[config.mk]
export PLATFORM = sky130hd
export DESIGN_NAME = mem_port_arbiter
export DESIGN_NICKNAME = d
export VERILOG_FILES = /design/src/rtl/mem_port_arbiter.sv
export SDC_FILE = /design/constraint.sdc
export NUM_CORES = 1
export LEC_CHECK = 0
export CORE_AREA = 2 2 201 203
export CTS_CLUSTER_DIAMETER = 60
export DETAILED_ROUTE_END_ITERATION = 12
export DIE_AREA = 0 0 203 205
export GPL_TIMING_DRIVEN = 1
export PLACE_DENSITY = 0.38
export SYNTH_ARGS = -nofsm -noshare
export SYNTH_HDL_FRONTEND = slang
export SYNTH_SLANG_ARGS = --single-unit
[constraint.sdc]
create_clock -name clk_i -period 1.7 [get_ports clk_i]
set_input_delay 0.255 -clock clk_i [delete_from_list [all_inputs] [get_ports clk_i]]
set_output_delay 0.255 -clock clk_i [all_outputs]
set_load 0.02 [all_outputs]
[src/rtl/mem_port_arbiter.sv]
// mem_port_arbiter: round-robin arbiter sharing one memory-like port among NUM_REQ requesters, one-cycle response.
// Define MEM_ARB_FIXED_PRIO_EN for fixed lowest-index-wins priority instead of round-robin.
module mem_port_arbiter #(
  parameter int NUM_REQ    = 2,
  parameter int ADDR_WIDTH = 64,
  parameter int DATA_WIDTH = 64
) (
  input  logic                            clk_i,
  input  logic                            rst_i,
  input  logic [NUM_REQ-1:0]              req_i,
  input  logic [NUM_REQ-1:0]              we_i,
  input  logic [NUM_REQ*ADDR_WIDTH-1:0]   addr_i,
  input  logic [NUM_REQ*DATA_WIDTH-1:0]   wdata_i,
  output logic [NUM_REQ-1:0]              gnt_o,
  output logic [NUM_REQ-1:0]              rvalid_o,
  output logic [DATA_WIDTH-1:0]           rdata_o,
  output logic [ADDR_WIDTH-1:0]           address_o,
  output logic                            en_o,
  output logic                            we_o,
  output logic [DATA_WIDTH-1:0]           data_o,
  input  logic [DATA_WIDTH-1:0]           data_i
);
  localparam int RW = $clog2(NUM_REQ);
  logic [RW-1:0]      base, g;
  logic [NUM_REQ-1:0] rot, owner_q;
  logic               any;
`ifdef MEM_ARB_FIXED_PRIO_EN
  assign base = '0;
`else
  logic [RW-1:0] rr_q;
  assign base = rr_q;
  always_ff @(posedge clk_i)
    if (rst_i) rr_q <= '0;
    else if (any) rr_q <= (g == RW'(NUM_REQ-1)) ? '0 : g + RW'(1);
`endif
  // Rotate so the scan start sits at bit 0; the first set bit of rot wins.
  assign rot = NUM_REQ'({req_i, req_i} >> base);
  always_comb begin
    any = 1'b0;
    g   = '0;
    for (int k = NUM_REQ-1; k >= 0; k--)
      if (rot[k]) begin
        any = 1'b1;
        g   = RW'((int'(base) + k) % NUM_REQ);
      end
  end
  always_comb begin
    gnt_o     = '0;
    en_o      = any;
    we_o      = 1'b0;
    address_o = '0;
    data_o    = '0;
    for (int k = 0; k < NUM_REQ; k++)
      if (any && g == RW'(k)) begin
        gnt_o[k]  = 1'b1;
        we_o      = we_i[k];
        address_o = addr_i[k*ADDR_WIDTH +: ADDR_WIDTH];
        data_o    = wdata_i[k*DATA_WIDTH +: DATA_WIDTH];
      end
  end
  always_ff @(posedge clk_i) owner_q <= rst_i ? '0 : gnt_o;
  assign rvalid_o = owner_q;
  assign rdata_o  = data_i;
endmodule

==> reports/metrics.cfg, run 1 <==
[run]
maxCapViolations = 0

[synthesis]
syn-cell-area_um2 = 2160
synth-seq-area-share = 0.0279
syn_nets = 574
syn_inst = 248
yosys_warnings = 0
synth-seq-cells = 3
syn_avg_cell_area_um2 = 8.69
synth.distinct_cells = 15

[floorplan]
dieArea_um2 = 41600
io-pin-count = 524
fp.dieH_um = 205
rows = 73
core-area_um2 = 39400
die_w_um = 203
initial_core_util = 0.0548

[setup_path]
worst_path_max_delay_cell = dfxtp_4
r2r_cells = 5
path_max_fanout = 13
cp.arrival_ns = 1.51
reg2reg_slack_ns = 0.52
endpoint = address_o[27]
crit_top_cell = buf_12
critPathKind = flip-flop to output port
cp_cell_sequence = nand2b_4 -> buf_12 -> buf_12 -> a32o_1 -> buf_4
endpoint_kind = output port
rr_startpoint = base$_SDFFE_PP0P_
crit_start = base$_SDFFE_PP0P_
crit_required_ns = 1.44
start_kind = flip-flop
max_stage_delay_ns = 0.35
r2r-end = rvalid_o[0]$_SDFF_PP0_

[finish]
final-seq-area_um2 = 63.8
drive_gt1_frac = 0.392
diodes = 0
fin_area_um2 = 6670
syn_to_final_growth_pct = 209
stdcell_count = 1119
layout_commonest_cell = clkdlybuf4s50_1
n_fill_cell = 4457
multi_input_area_um2 = 1410
final_cell_mix = clkdlybuf4s50_1, a32o_1, buf_4
final_nets = 921

[clock_network]
cts_tree = built
numCtsBuffers = 3
htreeDepth = 1
clock_path_buffers = 2
hold_buffers = 0
cts-root-buf = clkbuf_16
clk_pin_slew_worst_paths_ns = 0.04
cts.sinks = 3
worstSkewPairLatency_ns = 0.23

[power]
swShare = 0.379
power_mw = 2.77
combinationalPowerShare = 0.830
p_int_mw = 1.72
seq_power_share = 0.029
clkPwrFrac = 0.142
p_leak_nw = 2.67
p_sw_mw = 1.05
powerDensity_nw_per_um2 = 416
irDropWorstVdd_uv = 240

[status]
violations = negative setup slack
status = finished, violations left

[drt]
avgViaCountPerCell = 3.39
drt_iter0_drc = 161
final_antenna_net_count = 0
route.detailed.wl_per_inst_um = 16.4
drt-total-wl_um = 18300
num_vias = 3794
drt_pass1_iterations = 4
drc = 0

[sta]
setup_slack_ns = -0.0628
fin_worst_hold_slack_ns = 0.414
max_freq_mhz = 567
worst_pin_slew_ns = 0.379
skew_ns = 0.00884
rsz0062_at_grt = true
period_share = 1.04
maxSlewHeadroom = 0.747
finalSetupTns_ns = -3.77
final-hold-violation-count = 0
period_minus_slack_ns = 1.76
maxSlewViolCount = 0
finalSetupViolations = 118

[placement]
io_buffers = 395
dp.cells = 1105
dpl_cell_area_um2 = 6530
gp_congestion = 0.675
post-dp-hpwl_um = 14700

[grt]
met1_usage = 0.0805
grt_pass1_wl_um = 24300
grt_overflow = 0
grt.total_usage = 0.0771
grtUsageMet2 = 0.149
grt_max_degree = 68
antenna_found_initial = 0
grt_util_met3 = 0.0210
grt-busiest-layer = met2
grt_pass1_vias = 3883

[worst_hold_path]
hp-class = input port to flip-flop

[through the flow]
| stage | util | setup WS, ns |
|---|---|---|
| floorplan | - | 0.277 |
| global placement | 0.166 | -0.736 |
| detailed placement | 0.166 | -0.710 |
| finish | 0.169 | -0.0628 |
| global route | 0.169 | -0.115 |
| CTS | 0.165 | -0.0852 |
[metal layers]
metal	vias up	share of wire
li1	1726	-
met1	1790	0.36
met2	250	0.52
met3	28	0.092
met4	0	0.023
met5	-	0
[logic make-up (layout without fill, tap and decap cells)]
| family | after synthesis | in the layout | synth area share |
|---|---|---|---|
| simple gates | 6 | 6 | 0.0174 |
| buf+inv | 108 | 454 | 0.347 |
| compound gates | 131 | 131 | 0.608 |
| flops | 3 | 3 | 0.0279 |
[final cells by class]
cell class | instances | area share
timing repair buffer | 450 | 0.668
multi-input combinational | 137 | 0.212
sequential | 3 | 0.00957
clock buffer | 4 | 0.0118
tap | 525 | 0.0985
[worst max-delay path: cells and delay by family, from the launching register on]
kind            cells  cell delay [ns]
buf+inv             3             0.46
compound gates      1             0.28
flops               1             0.35
simple gates        1             0.16
[worst min-delay path by stage]
stage,startpoint,to,slack [ns],cells after the start
after CTS,req_i[1],base$_SDFFE_PP0P_,0.41,3
after global placement,data_i[14],rdata_o[14],0.51,0
after floorplan,rst_i,rvalid_o[0]$_SDFF_PP0_,0.33,1
after detailed placement,data_i[14],rdata_o[14],0.51,0
after global routing,req_i[1],base$_SDFFE_PP0P_,0.44,3
final,req_i[1],base$_SDFFE_PP0P_,0.41,3
[synthesized netlist by cell type (all sizes together)]
cell	instances	area, um^2
a211oi	1	7.51
a21boi	1	11.3
a32o	129	1290
and2	1	6.26
and3b	1	8.76
buf	95	699
clkbuf	13	48.8
dfxtp	3	60.1
nand2b	1	6.26
nor2	1	3.75
nor2b	1	6.26
or2	1	6.26
[registers in the layout, indices dropped and copies added, names as in the netlist]
name,cells
base,1
rvalid_o,2
[power by group through the flow]
stage | clock (mW) | combinational, mW | sequential [mW]
2_1_floorplan | 0 | 1.07 | 0.0822
3_3_place_gp | 0 | 2.28 | 0.0807
3_5_place_dp | 0 | 2.26 | 0.0804
4_1_cts | 0.400 | 2.25 | 0.0796
5_1_grt | 0.404 | 2.42 | 0.0799
6_report | 0.393 | 2.30 | 0.0790
[timing repair]
action / CTS / global route
setup endpoints to repair: 132 / 127
gates cloned: 2 / 1
gates resized for setup: 663 / 61
setup buffers: 7 / 1
pin swaps: 6 / 6
No activity file was read; power rests on OpenSTA's default activity.
==> run 2: changes to the inputs <==
- ABC_CLOCK_PERIOD_IN_PS: not set -> 1700
==> results of run 2 <==
Same layout as run 1: the final DEF is identical, and so are final timing and power.
